==> src/rtl/sevenseg_pkg.sv <==
// Shared constants and the hex-to-segment lookup for the seven-segment scanner.
// Segment vectors are ordered gfedcba, active-high.
package sevenseg_pkg;

   typedef logic [3:0] nibble_t;
   typedef logic [6:0] seg_t;

   localparam seg_t SEG_BLANK = 7'b0000000;

   localparam seg_t SEG_TABLE [16] = '{
      7'b0111111,  // 0
      7'b0000110,  // 1
      7'b1011011,  // 2
      7'b1001111,  // 3
      7'b1100110,  // 4
      7'b1101101,  // 5
      7'b1111101,  // 6
      7'b0000111,  // 7
      7'b1111111,  // 8
      7'b1101111,  // 9
      7'b1110111,  // A
      7'b1111100,  // b
      7'b0111001,  // C
      7'b1011110,  // d
      7'b1111001,  // E
      7'b1110001   // F
   };

   function automatic seg_t hex_to_seg(input nibble_t nibble);
      return SEG_TABLE[nibble];
   endfunction

endpackage

==> src/rtl/sevenseg_decode.sv <==
// Combinational nibble-to-segment decoder (gfedcba, active-high).
module sevenseg_decode
   import sevenseg_pkg::*;
(
   input  logic [3:0] nibble,
   output logic [6:0] seg
);

   always_comb seg = hex_to_seg(nibble);

endmodule

==> src/rtl/sevenseg_scan.sv <==
// Multiplexed common-cathode seven-segment driver with shadowed data, leading-zero
// suppression, per-digit dp/blanking, PWM brightness and a frame-done pulse.
module sevenseg_scan
   import sevenseg_pkg::*;
#(
   parameter int DIGITS      = 4,
   parameter int DIV_BITS    = 16,
   parameter int BRIGHT_BITS = 4
) (
   input  logic                   clk,
   input  logic                   reset_n,
   input  logic [4*DIGITS-1:0]    datain,
   input  logic [DIGITS-1:0]      dp_in,
   input  logic [DIGITS-1:0]      blank_in,
   input  logic                   lz_en,
   input  logic                   load,
   input  logic [BRIGHT_BITS-1:0] brightness,
   output logic [DIGITS-1:0]      grounds,
   output logic [6:0]             display,
   output logic                   dp,
   output logic                   frame_done
);

   localparam int IDX_W = (DIGITS > 1) ? $clog2(DIGITS) : 1;
   localparam logic [IDX_W-1:0] LAST_IDX = IDX_W'(DIGITS - 1);

   logic [DIV_BITS-1:0]    presc_q, presc_d;
   logic [IDX_W-1:0]       idx_q, idx_d;
   logic [4*DIGITS-1:0]    data_q, data_d;
   logic [DIGITS-1:0]      dp_sh_q, dp_sh_d;
   logic [DIGITS-1:0]      blank_sh_q, blank_sh_d;
   logic                   lz_sh_q, lz_sh_d;
   logic [DIGITS-1:0]      grounds_q, grounds_d;
   logic [6:0]             display_q, display_d;
   logic                   dp_q, dp_d;
   logic                   frame_done_q, frame_done_d;

   logic                   tick;
   logic [DIGITS-1:0]      suppress;
   logic                   zero_run;
   logic [3:0]             cur_nibble;
   logic                   cur_dp;
   logic                   cur_blank;
   logic                   cur_supp;
   logic [6:0]             cur_seg;
   logic [BRIGHT_BITS-1:0] duty;
   logic                   lit;

   // Prescaler, digit index and shadow capture; load and tick act independently.
   always_comb begin
      // NOTE: every combinational output gets a default first so no path infers a latch.
      tick       = &presc_q;
      presc_d    = presc_q + 1'b1;
      idx_d      = idx_q;
      data_d     = data_q;
      dp_sh_d    = dp_sh_q;
      blank_sh_d = blank_sh_q;
      lz_sh_d    = lz_sh_q;
      if (tick) begin
         idx_d = (idx_q == LAST_IDX) ? '0 : idx_q + 1'b1;
      end
      if (load) begin
         data_d     = datain;
         dp_sh_d    = dp_in;
         blank_sh_d = blank_in;
         lz_sh_d    = lz_en;
      end
   end

   // A digit is suppressed while it and every more-significant nibble are zero.
   always_comb begin
      zero_run = lz_sh_q;
      suppress = '0;
      for (int i = 0; i < DIGITS; i++) begin
         zero_run    = zero_run && (data_q[4*(DIGITS-i)-1 -: 4] == 4'h0);
         suppress[i] = zero_run && (i != DIGITS - 1);
      end
   end

   always_comb begin
      cur_nibble = '0;
      cur_dp     = 1'b0;
      cur_blank  = 1'b0;
      cur_supp   = 1'b0;
      for (int i = 0; i < DIGITS; i++) begin
         if (idx_q == IDX_W'(i)) begin
            cur_nibble = data_q[4*(DIGITS-i)-1 -: 4];
            cur_dp     = dp_sh_q[i];
            cur_blank  = blank_sh_q[i];
            cur_supp   = suppress[i];
         end
      end
   end

   sevenseg_decode u_decode (
      .nibble (cur_nibble),
      .seg    (cur_seg)
   );

   // Brightness is compared live against the top prescaler bits; all-ones never blinks.
   always_comb begin
      duty = presc_q[DIV_BITS-1 -: BRIGHT_BITS];
      lit  = !cur_blank && ((&brightness) || (duty < brightness));
   end

   always_comb begin
      for (int i = 0; i < DIGITS; i++) begin
         grounds_d[i] = !(lit && (idx_q == IDX_W'(i)));
      end
      display_d    = (lit && !cur_supp) ? cur_seg : SEG_BLANK;
      dp_d         = lit && cur_dp;
      frame_done_d = tick && (idx_q == LAST_IDX);
   end

   // NOTE: sequential state uses non-blocking assignments so all flops update from pre-edge values.
   always_ff @(posedge clk or negedge reset_n) begin
      if (!reset_n) begin
         presc_q      <= '0;
         idx_q        <= '0;
         data_q       <= '0;
         dp_sh_q      <= '0;
         blank_sh_q   <= '0;
         lz_sh_q      <= 1'b0;
         grounds_q    <= '1;
         display_q    <= SEG_BLANK;
         dp_q         <= 1'b0;
         frame_done_q <= 1'b0;
      end else begin
         presc_q      <= presc_d;
         idx_q        <= idx_d;
         data_q       <= data_d;
         dp_sh_q      <= dp_sh_d;
         blank_sh_q   <= blank_sh_d;
         lz_sh_q      <= lz_sh_d;
         grounds_q    <= grounds_d;
         display_q    <= display_d;
         dp_q         <= dp_d;
         frame_done_q <= frame_done_d;
      end
   end

   assign grounds    = grounds_q;
   assign display    = display_q;
   assign dp         = dp_q;
   assign frame_done = frame_done_q;

endmodule

==> config.mk <==
export PLATFORM = sky130hd
export DESIGN_NAME = sevenseg_scan
export DESIGN_NICKNAME = d
export VERILOG_FILES = /design/src/rtl/sevenseg_pkg.sv /design/src/rtl/sevenseg_decode.sv /design/src/rtl/sevenseg_scan.sv
export SDC_FILE = /design/constraint.sdc
export NUM_CORES = 1
export LEC_CHECK = 0
export ABC_AREA = 1
export BUFFER_PORTS_ARGS = -buffer_cell sky130_fd_sc_hd__buf_2
export CAP_MARGIN = 10
export CORE_MARGIN = 3
export CORE_UTILIZATION = 45
export DETAILED_ROUTE_END_ITERATION = 12
export PLACE_DENSITY = 0.68
export SYNTH_ARGS = -nofsm -noshare
export SYNTH_HDL_FRONTEND = slang
export SYNTH_HIERARCHICAL = 1
export SYNTH_SLANG_ARGS = --single-unit
==> constraint.sdc <==
create_clock -name clk -period 2.8 [get_ports clk]
set_input_delay 0.56 -clock clk [delete_from_list [all_inputs] [get_ports clk]]
set_output_delay 0.56 -clock clk [all_outputs]
set_load 0.03 [all_outputs]
==> results.yml <==
run_status:
  status: "complete, no violations"
route:
  post_drt_via_cell_ratio: 4.744
  route.final.wire_length_mm: 5.345
  wire_per_inst_um: 11.70
  drt.antenna.violating_nets: 0
  drt-pass1-iter-count: 4
  via_count: 2168
  drt_first_iter_violations: 99
  detail_route.drc_violations: 0
yosys:
  post_synth.cell_area_avg_um2: 8.642
  synthFlopType: "sky130_fd_sc_hd__dfrtp_1"
  synth_async_sr_flop_share_pct: 100.0
  synthesis.instances: 333
  ys_ff_latch: 56
  mappedNetlistArea_mm2: 0.002878
  synth_cell_type_count: 27
  yosys_warnings: 6
  ys_seq_area_share_pct: 48.87
  synth_edf_count: 0
  postSynthNetCount: 380
floorplanning:
  io-pin-count: 45
  core.rowCount: 28
  die_area_mm2: 0.007391
  core_area_mm2: 0.006061
  floorplan.die.width_um: 85.97
  initial_core_util_pct: 47.48
  die_h_um: 85.97
timing:
  setup-tns-final_ns: 0
  fmax_ghz: 0.4028
  post-route-period-util_pct: 88.68
  maxSlewViolCount: 0
  period_needed_ns: 2.483
  finalSetupViolations: 0
  report.final.hold_viol_count: 0
  setup_slack_ns: 0.3171
  max_slew_margin_pct: 58.26
  unrepaired_setup_endpoints_after_global_routing: "no"
  final.setup_skew_ns: 0.01049
  actual_slew_at_the_worst_max_slew_pin_ns: 0.6260
grt:
  globalRouteOverflowTotal: 0
  track_usage_pct: 15.71
  antenna_found_initial: 0
  grt_pass1_wl_mm: 9.218
  grt_max_degree: 41
  first_global_vias: 2117
place:
  preCtsSetupSlack_ns: 0.2580
  place_area_mm2: 0.003198
  gp_congestion: 0.9088
  portBuffers: 44
  place_hpwl_mm: 4.122
clocking:
  clock_tree_from_tritoncts: "yes"
  clock_sink_count: 56
  post_cts.repair.setup_buffers: 0
  clkLatencyLatePin_ns: 0.31
  ctsHtreeMaxLevel: 2
  clk_path_buf_depth: 2
  ctsRootBufferMaster: "sky130_fd_sc_hd__clkbuf_8"
  clk_pin_slew_ns: 0.10
  cts_inserted_buffers: 5
setup_path:
  worstSetupEndpointType: "register"
  crit_chain: "inv_1 > ha_1 > inv_1 > nor2_2 > nand2_1 > o211ai_1 > o211ai_1 > o21ai_0 > inv_1 > ha_1 > nand2_1 > o21ai_0 > nand2_1 > nand2_1 > inv_1 > nor2_1"
  worst-endpoint-required_ns: 3.00
  r2r_start: "idx_q[0]$_DFFE_PN0P_"
  critical_path_peak_fanout: 5
  kind_of_start_point_of_the_critical_path: "register"
  criticalPathCategory: "reg -> reg"
  timing.reg2reg.setup_slack_ns: 0.32
  worst_path_largest_cell_delay_ns: 0.42
  worstPathArrival_ns: 2.69
  worst_r2r_endpoint: "display[3]$_DFF_PN0_"
  crit_slowest_cell: "sky130_fd_sc_hd__dfrtp_1"
  worstRegToRegCells: 16
cells_and_area:
  layout.nets: 428
  final_layout_size_suffix_gt1_share_pct: 21.20
  diodes: 0
  syn_to_final_growth_pct: 14.91
  layout_commonest_cell: "sky130_fd_sc_hd__nand2_1"
  postLayoutCellArea_mm2: 0.003307
  final_cell_mix: "sky130_fd_sc_hd__nand2_1 (93), sky130_fd_sc_hd__dfrtp_1 (52), sky130_fd_sc_hd__inv_1 (51)"
pwr:
  power_density_mw_per_mm2: 503.6
  ir_worst_vdd_mv: 0.2634
  static_power_due_to_leakage_nw: 1.729
job:
  drv.max_cap_violation_count: 0
worst_hold_path:
  hold_path_class: "in -> async"
cell type report:
class / count / area (um2)
fill: 576 / 2754
sequential: 56 / 1406
multi-input combinational: 218 / 1246
timing repair buffer: 47 / 255.2
inverter: 53 / 198.9
tap: 75 / 93.84
clock buffer: 7 / 76.32
clock inverter: 1 / 30.03
cell families after synthesis:
logic type	after synthesis	share of synthesized area, %
AOI/OAI and AO/OA	35	6.652
and+or+nand+nor	145	22.17
adders and majority gates	15	6.522
buffers and inverters	59	7.913
muxes	10	3.913
DFF	56	48.87
xor gates and xnor gates	13	3.957
where the power goes:
group	internal, mW	total (mW)	leakage [nW]	switching [mW]
clock	0.268	0.521	0.0524	0.253
combinational	0.0969	0.262	0.982	0.165
sequential	0.861	0.883	0.695	0.0223
Yosys cell counts (2+ instances only):
library cell / instances / area share (%)
sky130_fd_sc_hd__dfstp_2: 4 / 3.7
sky130_fd_sc_hd__nor2_2: 3 / 0.65
sky130_fd_sc_hd__nor2_1: 22 / 2.9
sky130_fd_sc_hd__nand3_1: 12 / 2.1
sky130_fd_sc_hd__o211ai_1: 6 / 1.6
sky130_fd_sc_hd__clkbuf_1: 3 / 0.39
sky130_fd_sc_hd__ha_1: 15 / 6.5
sky130_fd_sc_hd__nand2_2: 2 / 0.43
sky130_fd_sc_hd__o21ai_0: 24 / 4.2
sky130_fd_sc_hd__nand2_1: 93 / 12
sky130_fd_sc_hd__dfrtp_1: 52 / 45
sky130_fd_sc_hd__xnor2_1: 4 / 1.2
sky130_fd_sc_hd__a21oi_1: 3 / 0.52
sky130_fd_sc_hd__mux2_2: 10 / 3.9
sky130_fd_sc_hd__inv_2: 2 / 0.26
sky130_fd_sc_hd__xor2_1: 9 / 2.7
sky130_fd_sc_hd__nand3_2: 2 / 0.70
sky130_fd_sc_hd__inv_1: 51 / 6.7
sky130_fd_sc_hd__nand4_1: 6 / 1.3
sky130_fd_sc_hd__nor2_4: 2 / 0.78
sky130_fd_sc_hd__buf_2: 2 / 0.35
state kept, by name, summed over array words and instances (netlist names):
signal,flops
blank_sh_q,4
data_q,16
display,7
dp,1
dp_sh_q,4
frame_done,1
grounds,4
idx_q,2
lz_sh_q,1
presc_q,16
through the flow:
| stage | total power [mW] | utilization, % | cells | hold WS [ns] |
|---|---|---|---|---|
| after floorplan | 1.069 | - | 333 | 0.2644 |
| after global placement | 1.159 | 52.77 | 449 | 0.4417 |
| after detailed placement | 1.164 | 52.77 | 449 | 0.4475 |
| after CTS | 1.689 | 54.52 | 457 | 0.2681 |
| after global routing | 1.766 | 54.56 | 457 | 0.2952 |
| final | 1.666 | 54.56 | 457 | 0.2522 |
routing by layer:
| metal | share of wire [%] | vias to the layer above | global-route usage, % |
|---|---|---|---|
| met3 | 4.4 | 6 | 3.458 |
| met2 | 45 | 48 | 25.72 |
| met4 | 1.4 | 0 | 5.180 |
| met5 | 0 | - | 0 |
| li1 | - | 1131 | - |
| met1 | 49 | 983 | 20.66 |
critical path, delay by kind of cell, from the launching register on:
kind | cells | cell delay (ns)
AO/OA/AOI/OAI | 4 | 0.50
adder cells (fa/ha/maj) | 2 | 0.56
buffers and inverters | 4 | 0.42
flip-flops | 1 | 0.42
AND/OR/NAND/NOR | 6 | 0.47
repair_timing:
action                                 in CTS  in global routing
endpoints found under the hold margin       0                  0
gates resized for setup                     0                  2
setup endpoints to repair                   0                  3
hold buffers                                0                  0
how the worst max path moves through the flow:
stage | start | slack, ns | to
finish | idx_q[0]$_DFFE_PN0P_ | 0.32 | display[3]$_DFF_PN0_
global route | idx_q[0]$_DFFE_PN0P_ | 0.02 | display[3]$_DFF_PN0_
floorplan | idx_q[0]$_DFFE_PN0P_ | 0.57 | display[3]$_DFF_PN0_
CTS | idx_q[0]$_DFFE_PN0P_ | 0.24 | display[3]$_DFF_PN0_
global placement | idx_q[0]$_DFFE_PN0P_ | 0.43 | display[3]$_DFF_PN0_
detailed placement | idx_q[0]$_DFFE_PN0P_ | 0.26 | display[3]$_DFF_PN0_
No activity file was read; power rests on OpenSTA's default activity.
